--- src/rtl/rr_decode_arbiter_pkg.sv ---
// Shared encodings and widths for the round-robin decode arbiter.
package rr_decode_arbiter_pkg;
  localparam int N_REQ = 8;
  localparam int IDX_W = 3;
  localparam int CNT_W = 4;

  typedef enum logic {
    IDLE  = 1'b0,
    GRANT = 1'b1
  } state_t;
endpackage

--- src/rtl/rr_decode_arbiter_decoder_3to8.sv ---
// 3-to-8 one-hot decoder; output is all-zero while en is low.
module decoder_3to8
  import rr_decode_arbiter_pkg::*;
(
  input  logic             en,
  input  logic [IDX_W-1:0] sel,
  output logic [N_REQ-1:0] onehot
);
  always_comb begin
    onehot = '0;
    if (en) onehot[sel] = 1'b1;
  end
endmodule

--- src/rtl/rr_decode_arbiter.sv ---
// Round-robin arbiter over 8 requesters with a bounded hold time; the grant
// vector is decoded from registered state only.
module rr_decode_arbiter
  import rr_decode_arbiter_pkg::*;
#(
  parameter int MAX_HOLD = 15
) (
  input  logic             clk,
  input  logic             rst,
  input  logic [N_REQ-1:0] req,
  output logic [N_REQ-1:0] grant,
  output logic [IDX_W-1:0] grant_idx,
  output logic             busy,
  output logic             timeout
);
  localparam logic [CNT_W-1:0] HOLD_LAST = CNT_W'(MAX_HOLD - 1);

  state_t           state;
  logic [CNT_W-1:0] hold_cnt;
  logic [IDX_W-1:0] last;

  // First set request searching upward from last+1; the last owner is
  // visited at the very end, giving it lowest priority.
  function automatic logic [IDX_W-1:0] rr_pick(input logic [N_REQ-1:0] r,
                                               input logic [IDX_W-1:0] l);
    logic [IDX_W-1:0] idx;
    logic             found;
    rr_pick = l;
    found   = 1'b0;
    for (int k = 1; k <= N_REQ; k++) begin
      idx = IDX_W'(int'(l) + k);
      if (!found && r[idx]) begin
        rr_pick = idx;
        found   = 1'b1;
      end
    end
  endfunction

  always_ff @(posedge clk or posedge rst) begin
    if (rst) begin
      state     <= IDLE;
      grant_idx <= '0;
      hold_cnt  <= '0;
      last      <= IDX_W'(N_REQ - 1);
      timeout   <= 1'b0;
    end else begin
      timeout <= 1'b0;
      case (state)
        IDLE: begin
          if (|req) begin
            state     <= GRANT;
            grant_idx <= rr_pick(req, last);
            hold_cnt  <= '0;
          end
        end
        GRANT: begin
          // A dropped request wins over an expiring hold: no timeout then.
          if (!req[grant_idx]) begin
            state    <= IDLE;
            last     <= grant_idx;
            hold_cnt <= '0;
          end else if (hold_cnt == HOLD_LAST) begin
            state    <= IDLE;
            last     <= grant_idx;
            hold_cnt <= '0;
            timeout  <= 1'b1;
          end else begin
            hold_cnt <= hold_cnt + CNT_W'(1);
          end
        end
        default: state <= IDLE;
      endcase
    end
  end

  assign busy = (state == GRANT);

  decoder_3to8 u_dec (
    .en    (busy),
    .sel   (grant_idx),
    .onehot(grant)
  );
endmodule

--- config.mk ---
export PLATFORM = sky130hd
export DESIGN_NAME = rr_decode_arbiter
export DESIGN_NICKNAME = d
export VERILOG_FILES = /design/src/rtl/rr_decode_arbiter_pkg.sv /design/src/rtl/rr_decode_arbiter_decoder_3to8.sv /design/src/rtl/rr_decode_arbiter.sv
export SDC_FILE = /design/constraint.sdc
export NUM_CORES = 1
export LEC_CHECK = 0
export ABC_AREA = 1
export CORE_AREA = 2 2 54 56
export CTS_CLUSTER_SIZE = 40
export DETAILED_ROUTE_END_ITERATION = 7
export DIE_AREA = 0 0 56 58
export MAX_ROUTING_LAYER = met4
export PLACE_DENSITY = 0.86
export SYNTH_ARGS = -nofsm -noshare
export SYNTH_HDL_FRONTEND = slang
export SYNTH_HIERARCHICAL = 1
export SYNTH_SLANG_ARGS = --single-unit
--- constraint.sdc ---
create_clock -name clk -period 4.1 [get_ports clk]
set_input_delay 0.82 -clock clk [delete_from_list [all_inputs] [get_ports clk]]
set_output_delay 0.82 -clock clk [all_outputs]
set_load 0.03 [all_outputs]
# Word-level counts from Yosys, hierarchy flattened
# Index checks and enable logic that the tools add are counted.
dict set report classes {
  n_addsub 9
  n_lt_le_gt_ge 10
  eq_ne 3
  muxes 63
  bitwise 1
  n_reduce_logical 18
}
# op count
set ops {}
lappend ops {{two-way mux 1 bit} 37}
lappend ops {{less-than comparator 3 x 4 -> 1 bit, second input constant} 9}
lappend ops {{two-way mux 3 bit} 10}
lappend ops {{binary-select mux 1 bit (select 3 bit)} 9}
lappend ops {{adder 3 bit, second input constant} 4}
lappend ops {{two-way mux 4 bit} 3}
lappend ops {{logical AND 1 bit} 8}
lappend ops {{two-way mux 8 bit} 1}
lappend ops {{case mux 4 bit (2 select lines)} 1}
lappend ops {{OR reduction 8 bit} 1}
lappend ops {{zero test 1 bit} 7}
lappend ops {{adder 3 x 1 -> 3 bit, second input constant} 2}
lappend ops {{adder 3 x 2 -> 3 bit, second input constant} 2}
lappend ops {{adder 4 x 1 -> 4 bit, second input constant} 1}
lappend ops {{equality test 4 bit, second input constant} 1}
lappend ops {{AND reduction 2 bit} 2}
lappend ops {{demux 1 bit (select 3 bit)} 1}
lappend ops {{greater-or-equal comparator 3 x 1 -> 1 bit, second input constant} 1}
lappend ops {{!= test 2 x 1 -> 1 bit, second input constant} 1}
lappend ops {{!= test 2 bit, second input constant} 1}
lappend ops {{case mux 1 bit (2 select lines)} 1}
lappend ops {{NOT 1 bit} 1}
dict set report word_totals {
  register_bits 12
}

# Logic depth before layout (Yosys ltp)
# Gate-level depths: netlist of run 1.
dict set report depth {
  ltp_word 39
  ltp_mapped 19
}

# Modules after synthesis
# Netlist of run 1, hierarchy kept.
# module instances cells_each area_each_um2
set modules_own_cells {}
lappend modules_own_cells {rr_decode_arbiter 1 214 1305.0}
lappend modules_own_cells {decoder_3to8 1 17 63.8}

# Least setup slack after synthesis of run 1
# OpenSTA, ideal clock, no wires.
dict set report synth_path {
  path_type {register to register}
  from {register last[1]}
  to {register grant_idx[1]}
  setup_time_ns 0.118
  t_arrival_ns 2.259
  setup_slack_ns 1.723
  path_stages_with_launch 19
  path_buffers 2
  period_less_slack_ns 2.377
  path_cell_list {dfstp_2 > buf_4 > inv_1 > ha_1 > buf_2 > inv_1 > nand3_1 > nand3_2 > nand2_2 > inv_2 > nand3_4 > nor2_8 > nand4_2 > nand2_1 > inv_1 > nand2_1 > nand2_1 > nand2_1 > nand2_1}
}
dict set report synth_between {
  elab_chain_cells 39
}
# item line_no
set synth_rtl {}
lappend synth_rtl {{start, declared} rr_decode_arbiter.sv:20} ;# logic [IDX_W-1:0] last;
lappend synth_rtl {{start signal, assigned} rr_decode_arbiter.sv:44} ;# last <= IDX_W'(N_REQ - 1);
lappend synth_rtl {{start signal, assigned} rr_decode_arbiter.sv:60} ;# last <= grant_idx;
lappend synth_rtl {{start signal, assigned} rr_decode_arbiter.sv:64} ;# last <= grant_idx;
lappend synth_rtl {{adder 3 x 1 -> 3 bit} rr_decode_arbiter.sv:31} ;# idx = IDX_W'(int'(l) + k);
lappend synth_rtl {{binary-select mux 1 bit (select 3 bit)} rr_decode_arbiter.sv:32} ;# if (!found && r[idx]) begin
lappend synth_rtl {{two-way mux 1 bit (not written as such)} rr_decode_arbiter.sv:32}
lappend synth_rtl {{two-way mux 1 bit} rr_decode_arbiter.sv:32}
lappend synth_rtl {{two-way mux 1 bit} rr_decode_arbiter.sv:50} ;# if (|req) begin
lappend synth_rtl {{two-way mux 1 bit} rr_decode_arbiter.sv:48} ;# case (state)
lappend synth_rtl {{zero test 1 bit} rr_decode_arbiter.sv:32}
lappend synth_rtl {{logical AND 1 bit} rr_decode_arbiter.sv:32}
lappend synth_rtl {{[... 23 more ...]} --}
lappend synth_rtl {{zero test 1 bit} rr_decode_arbiter.sv:32}
lappend synth_rtl {{logical AND 1 bit} rr_decode_arbiter.sv:32}
lappend synth_rtl {{two-way mux 1 bit} rr_decode_arbiter.sv:32}
lappend synth_rtl {{two-way mux 1 bit} rr_decode_arbiter.sv:50}
lappend synth_rtl {{two-way mux 1 bit} rr_decode_arbiter.sv:48}
lappend synth_rtl {{zero test 1 bit} rr_decode_arbiter.sv:32}
lappend synth_rtl {{logical AND 1 bit} rr_decode_arbiter.sv:32}
lappend synth_rtl {{two-way mux 3 bit (*)} rr_decode_arbiter.sv:32}
lappend synth_rtl {{end signal, assigned} rr_decode_arbiter.sv:52} ;# grant_idx <= rr_pick(req, last);
lappend synth_rtl {{end, declared} rr_decode_arbiter.sv:12} ;# output logic [IDX_W-1:0] grant_idx,
# Mark *: on every way between the ends. The rest lies on a longest branch, timed or not. The select of a mux whose other input is x is not followed.
# A chain may end at the register's enable or synchronous reset.

# Worst setup path in the final report of run 1
dict set report layout_path {
  from {register last[1]}
  to {register grant_idx[2]}
}
# Same word-level chain as after synthesis.

==> metrics, run 1 <==
outcome=finished clean; crit path DAT=slightly below 3 ns; post-detail-place hpwl=approximately 2.8 mm; unrepaired setup endpoints after global routing=no; worst setup path class=flip-flop to flip-flop; share of post-route cells with drive strength above 1=9.52%; Worst R2R End=grant_idx[2]; Post-Route WL=around 3.5 mm; DR pass1 iterations=4; synthesized area per cell=a little under 6 um2; Resized cells post-CTS=0; Placed Area=1600 um2; initial antenna violation count=0; Final Hold Vio Count=0; CTS Root Buffer Type=clkbuf_4; beginning of the worst hold path=hold_cnt[0]; Slew headroom=roughly 67%; CTS HTree Levels=1; Core Box Area=about 2700 um2; total CTS buffers=3; WHS Endpoint=timeout; flop-to-flop setup slack=between 1 and 1.5 ns; Tot GR Track Use=roughly a quarter; nets=about 270; Hold Crit Class=flip-flop to flip-flop; worst r2r src=last[1]; vias post-DR=approximately 1.5k; largest stage delay on the critical path=between 0.6 and 0.7 ns; setup bufs post-CTS=0; standard-cell rows=19; Max Transition Viols Final=0; clock sinks=12; Ys Warns=6; clock buffer depth=2; synthesized flop and latch total=12; metal3 WL=~220 um; Die ar.=roughly 3200 um2; max frequency=around 360 MHz; number of global-route vias before repair=around 1.5k; vias per cell=~5.4; uppermost routed layer=met4; Hold Path Stages=1; post-route ant nets=0; worst-margin pin slew=approximately 0.49 ns; die outline height=58 um; Seq/Total Area, Yosys=between 20 and 25%; # DRC=0; I/O pin total=23; Setup Skew=0.00120 ns; CP required=roughly 4.3 ns; fillers=267; Cell variety after synth=29; DR WL/cell=between 10 and 15 um; die width=56 um; period utilization=67.3%; CP Max Fanout=9; setup violators final=0; Synth Flop Type=dfrtp_1; CP most frequent cell=nand2_1; hold_buf cts=0; total grt overflow=0; Reg clk slew, reported paths=about 0.08 ns; Iter 0 DRT Violations=50; total negative slack=0 ns; Port-buffer cells=22; fin area=~1600 um2; syn_nets=about 240; CTS tree=done; synthesized area=1370 um2; met2 WL=~1.7 mm; hold slack=0.555 ns; ys async rst share=100%; type of origin of the critical path=flip-flop; Post-synth EDFFs=0; pin count of the biggest net entering global routing=14; Crit. Startpoint=last[1]; Clock Latency Late Sink=~0.27 ns; Initial Utilization=around 50%; Critical-path top delay cell=dfstp_2; Synth Instances=about 230; worst-path cell chain=inv_1 -> ha_1 -> inv_1 -> nand3_1 -> nand3_1 -> nand2_1 -> inv_1 -> nand2_1 -> nand2_1 -> nand2_1 -> nand2_1 -> nand2_1 -> nand4_1 -> nand2_1 -> nand3_1 -> nand2_1; Crit. End Element=flip-flop; max_cap viols=0; M1 wire length=1.58 mm; first-pass GRT wire length=around 6.2 mm; Tmin final=roughly 2.8 ns; RD Place Congestion=about 1; Antenna Cells=0; FF-to-FF path depth=16; commonest non-fill, non-tap cell in the layout=nand2_1; P&R area growth vs syn=19.7%; most frequent cells in the layout=79 x nand2_1, 36 x nand3_1, 28 x inv_1
## through the flow
step | setup slack, ns | cells | util, %
finish | 1.34 | 283 | 61.5
global route | 1.01 | 283 | 61.5
CTS | 1.36 | 283 | 61.5
detailed placement | 1.35 | 279 | 60.2
global placement | 1.38 | 279 | 60.2
floorplan | 1.72 | 231 | -
## how the worst max path moves through the flow
stage / endpoint / cells past startpoint
global route: grant_idx[1] / 13
detailed placement: grant_idx[2] / 12
CTS: grant_idx[2] / 15
finish: grant_idx[2] / 16
global placement: grant_idx[1] / 13
floorplan: grant_idx[1] / 18
## worst max-delay path: cells and delay by family, from the launching register on
family / cells / cell delay (ns)
AND/OR/NAND/NOR: 12 / 1.05
flip-flops: 1 / 0.67
buffers and inverters: 3 / 0.49
adder cells (fa/ha/maj): 1 / 0.49
## synth_stat cells, types with 2 or more instances
cell	instances	area (um2)
nor3_1	2	10.0
nand2_2	4	25.0
inv_1	28	105
dfstp_2	3	78.8
nand2_1	79	297
nand3_2	3	30.0
nor2_1	20	75.1
buf_2	3	15.0
a21oi_1	4	20.0
o21ai_0	14	70.1
nand4_1	3	18.8
ha_1	2	25.0
dfrtp_1	9	225
inv_2	4	15.0
xnor2_2	2	32.5
o32ai_1	2	17.5
nor4_1	2	12.5
nand3_1	36	180
## kinds of logic after synthesis
kind of cell,after synthesis,share of synthesized area [%]
flops,12,22.2
fa+ha+maj,2,1.83
simple gates,153,52.6
xor+xnor,2,2.38
mux,1,0.731
buf+inv,38,11.0
compound gates,23,9.32
## cell type report
cell class	instances	area [um2]	share of cell area (%)
Clock buffer	4	36.3	2.22
Multi-Input combinational cell	181	915	55.8
Tap cell	31	38.8	2.37
Timing Repair Buffer	22	220	13.4
Inverter	33	124	7.56
Sequential cell	12	304	18.6
## per-layer routing
| layer | global-route usage [%] | vias up |
|---|---|---|
| met4 | 9.86 | 0 |
| met2 | 42.2 | 50 |
| li1 | - | 791 |
| met1 | 29.0 | 694 |
| met5 | - | - |
| met3 | 2.46 | 5 |
## registers in the layout, summed over array words and instances (netlist names)
register and flops:
busy 1, grant_idx 3, hold_cnt 4, last 3
timeout 1
Power of run 1 is not shown: default switching activity piles up to over one toggle a cycle in this logic, so the estimate is an artifact.
==> run 2, diff against run 1 <==
Clock period 4.1 ns to 2.8 ns, I/O delays scaled along.
==> metrics, run 2 (synthesized netlist as in run 1, its figures left out) <==
Slew headroom=66.8% (-0.067 points); die outline height=58 um (unchanged); DR WL/cell=12.4 um (+0.62%); worst r2r src=last[0]; Antenna Cells=0 (unchanged); Crit. Startpoint=last[0]; Crit. End Element=flip-flop; most frequent cells in the layout=79 x nand2_1, 36 x nand3_1, 28 x inv_1; share of post-route cells with drive strength above 1=10.6% (+1.1 points); vias per cell=5.49 (+0.81%); CTS Root Buffer Type=clkbuf_4; I/O pin total=23 (unchanged); max reg flops=4 (unchanged); max frequency=390 MHz (+7.5%); CTS HTree Levels=1 (unchanged); outcome=finished clean; pin count of the biggest net entering global routing=14 (unchanged); setup bufs post-CTS=0 (unchanged); Iter 0 DRT Violations=82 (+64%); type of origin of the critical path=flip-flop; Top reg by flops=hold_cnt; Max Transition Viols Final=0 (unchanged); post-detail-place hpwl=2.78 mm (-0.22%); Post-Route WL=3.55 mm (+1.7%); biggest regs=hold_cnt: 4 flops, grant_idx: 3 flops, last: 3 flops; Initial Utilization=51.4% (unchanged); setup violators final=0 (unchanged); DR pass1 iterations=4 (unchanged); worst-margin pin slew=0.498 ns (+0.00566 ns); unrepaired setup endpoints after global routing=no; RD Place Congestion=0.883 (-11%); worst setup path class=flip-flop to flip-flop; clock sinks=12 (unchanged); total grt overflow=0 (unchanged); Hold Crit Class=flip-flop to flip-flop; CP required=2.97 ns (-1.34 ns); crit path DAT=2.74 ns (-0.23 ns); Reg clk slew, reported paths=0.09 ns (about the same); number of global-route vias before repair=1,476 (+1.8%); beginning of the worst hold path=hold_cnt[0]; hold_buf cts=0 (unchanged); Die ar.=3250 um2 (unchanged); Setup Skew=0.00151 ns (+0.000316 ns); Resized cells post-CTS=0 (unchanged); P&R area growth vs syn=21.3%; Final Hold Vio Count=0 (unchanged); # DRC=0 (unchanged); Clock Latency Late Sink=0.27 ns (about the same); post-route ant nets=0 (unchanged); total negative slack=0 ns (unchanged); nets=268 (+1.1%); Tmin final=2.56 ns (-0.193 ns); standard-cell rows=19 (unchanged); max_cap viols=0 (unchanged); CTS tree=done; vias post-DR=1,569 (+1.9%); flop-to-flop setup slack=0.24 ns (-1.11 ns); total CTS buffers=3 (unchanged); Port-buffer cells=22 (unchanged); initial antenna violation count=0 (unchanged); CP Max Fanout=13 (+4); Tot GR Track Use=24.1% (-0.16 points); Core Box Area=2660 um2 (unchanged); commonest non-fill, non-tap cell in the layout=nand2_1; die width=56 um (unchanged); period utilization=91.6% (+24 points); clock buffer depth=2 (unchanged); first-pass GRT wire length=6.20 mm (+0.11%)
## run 2: per-stage QoR
| stage | util [%] | instances | hold slack [ns] | area [um2] | setup slack, ns |
|---|---|---|---|---|---|
| after floorplan | - | 231 | 0.423 | 1370 | 0.423 |
| after CTS | 62.4 | 286 | 0.541 | 1660 | 0.240 |
| final | 62.4 | 286 | 0.557 | 1660 | 0.236 |
| after global placement | 61.0 | 282 | 0.523 | 1620 | 0.268 |
| after global routing | 62.4 | 286 | 0.577 | 1660 | 0.0262 |
| after detailed placement | 61.0 | 282 | 0.527 | 1620 | 0.257 |
## run 2: final cells by class
type / count / area [um2]
fill: 253 / 1000
multi-input combinational: 181 / 915
sequential: 12 / 304
timing repair buffer: 25 / 243
inverter: 33 / 124
tap: 31 / 38.8
clock buffer: 4 / 36.3
## run 2: path summary, 6_finish.rpt
check                                    end  cells past startpoint
worst max-delay path            grant_idx[1]                     16
worst min-delay path                 timeout                      1
worst max register to register  grant_idx[1]                     16
worst min register to register       timeout                      1
max in group asynchronous            last[0]                      2
min in group asynchronous            timeout                      2
## run 2: critical path, cell delays in order (launching register included)
cell     delay (ns)
dfstp_2        0.54
inv_2          0.11
ha_1           0.44
inv_1          0.19
nand3_1        0.15
nand3_2        0.14
nand2_2        0.08
inv_2          0.11
nand3_4        0.12
nor2_8         0.14
nand4_1        0.11
nand2_1        0.09
inv_1          0.04
nand2_1        0.05
nand2_1        0.05
nand2_1        0.05
nand2_1        0.05
## run 2: layer usage
| metal | track usage (%) | vias to the layer above | part of all wire (%) |
|---|---|---|---|
| met5 | - | - | 0 |
| met1 | 30.1 | 713 | 46 |
| met4 | 7.48 | 0 | 1.1 |
| met3 | 3.13 | 6 | 5.7 |
| li1 | - | 794 | - |
| met2 | 41.0 | 56 | 48 |
Power of run 2 is left out for the same reason.
==> run 3, diff against run 2 <==
Settings changed: CORE_AREA 2 2 54 56 to 2 2 46 90, DIE_AREA 0 0 56 58 to 0 0 48 92, PLACE_DENSITY 0.86 to 0.67.
==> metrics, run 3 (synthesized netlist as in run 1, its figures left out) <==
Core Box Area=3800 um2 (+43%); fillers=410 (+62%); die outline height=92 um (+59%); beginning of the worst hold path=hold_cnt[0]; post-route ant nets=0 (unchanged); max reg flops=4 (unchanged); Top reg by flops=hold_cnt; biggest regs=hold_cnt: 4 flops, grant_idx: 3 flops, last: 3 flops; crit path DAT=1.85 ns (-0.89 ns); CP delay by family, top=buffers and inverters; clock buffer depth=2 (unchanged); largest stage delay on the critical path=0.67 ns (+0.13 ns); Crit. End Element=output port; max_cap viols=0 (unchanged); Reg clk slew, reported paths=0.06 ns (-0.03 ns); clock sinks=12 (unchanged); DR pass1 iterations=4 (unchanged); Placed Area=1690 um2 (+3.9%); worst-margin pin slew=0.652 ns (+0.154 ns); Max Transition Viols Final=0 (unchanged); DR WL/cell=13.1 um (+5.1%); FF-to-FF path depth=16 (unchanged); setup violators final=0 (unchanged); CTS HTree Levels=1 (unchanged); worst setup path class=flip-flop to output port; Crit. Startpoint=grant_idx[0]; Hold Crit Class=flip-flop to flip-flop; I/O pin total=23 (unchanged); CP Max Fanout=12 (-1); worst-path cell chain=nand2_1 -> nor2_1 -> clkdlybuf4s50_1; outcome=finished clean; commonest non-fill, non-tap cell in the layout=nand2_1; P&R area growth vs syn=27.2%; fin area=1740 um2 (+4.9%); first-pass GRT wire length=6.98 mm (+13%); Multi-input gate area=915 um2 (unchanged); hold_buf cts=0 (unchanged); setup bufs post-CTS=0 (unchanged); CTS Root Buffer Type=clkbuf_8; initial antenna violation count=0 (unchanged); Initial Utilization=36.0% (-15 points); Final Hold Vio Count=0 (unchanged); max frequency=415 MHz (+6.4%); Tmin final=2.41 ns (-0.154 ns); type of origin of the critical path=flip-flop; CTS tree=done; Tot GR Track Use=22.1% (-2.0 points); nets=273 (+1.9%); vias per cell=5.03 (-8.4%); Antenna Cells=0 (unchanged); unrepaired setup endpoints after global routing=no; vias post-DR=1,563 (-0.38%); post-detail-place hpwl=3.41 mm (+23%); Critical-path top delay cell=clkdlybuf4s50_1; Resized cells post-CTS=0 (unchanged); number of global-route vias before repair=1,602 (+8.5%); Critical Path Stages=3 (-13); period utilization=86.1% (-5.5 points); final core area utilization=45.8% (-17 points); Slew headroom=56.5% (-10 points); pin count of the biggest net entering global routing=13 (-1); Clock Latency Late Sink=0.24 ns (-0.03 ns); share of post-route cells with drive strength above 1=12.3% (+1.7 points); total grt overflow=0 (unchanged); CP required=2.24 ns (-0.73 ns); total CTS buffers=3 (unchanged); die width=48 um (-14%); RD Place Congestion=0.919 (+4.1%); worst r2r src=last[0]; # DRC=0 (unchanged); Storage cell area=304 um2 (unchanged); Post-Route WL=4.06 mm (+14%); total negative slack=0 ns (unchanged); Port-buffer cells=22 (unchanged); Die ar.=4420 um2 (+36%); standard-cell rows=32 (+13); hold slack=0.548 ns (-0.00953 ns); most frequent cells in the layout=79 x nand2_1, 36 x nand3_1, 28 x inv_1; CP Buf/Inv Count=1 (-3); Iter 0 DRT Violations=37 (-55%); Hold Path Stages=1 (unchanged); Setup Skew=0.00617 ns (+0.00466 ns)
==> run 3: changes by cell type in the layout (fill, tap and decap cells not counted), sizes merged <==
cell / before / now
buf: 3 / 8
==> run 3: worst paths after layout <==
check | endpoint | slack, ns
max in group asynchronous | last[1] | 1.81
worst min-delay path | timeout | 0.55
worst max register to register | grant_idx[1] | 0.42
worst max-delay path | grant[7] | 0.39
worst min register to register | timeout | 0.55
min in group asynchronous | hold_cnt[2] | 0.64
==> run 3: cell type report <==
| type | count | area share, % |
|---|---|---|
| flip-flops and latches | 12 | 17.5 |
| multi-input cells | 181 | 52.5 |
| inverters | 33 | 7.11 |
| repair buffers | 30 | 16.1 |
| clock buffers | 4 | 3.16 |
| well taps | 51 | 3.66 |
==> run 3: per-stage QoR <==
stage / instances / setup slack [ns]
floorplan: 231 / 0.423
global placement: 307 / 0.321
detailed placement: 307 / 0.293
CTS: 311 / 0.393
global route: 311 / 0.188
finish: 311 / 0.390
==> run 3: routing by layer <==
layer | vias to the layer above | part of all wire, % | GRT usage, %
li1 | 804 | - | -
met3 | 16 | 1.6 | 0.591
met4 | 0 | 5.3 | 13.7
met2 | 29 | 59 | 38.8
met1 | 714 | 35 | 21.8
met5 | - | 0 | -
Power of run 3 is left out for the same reason.
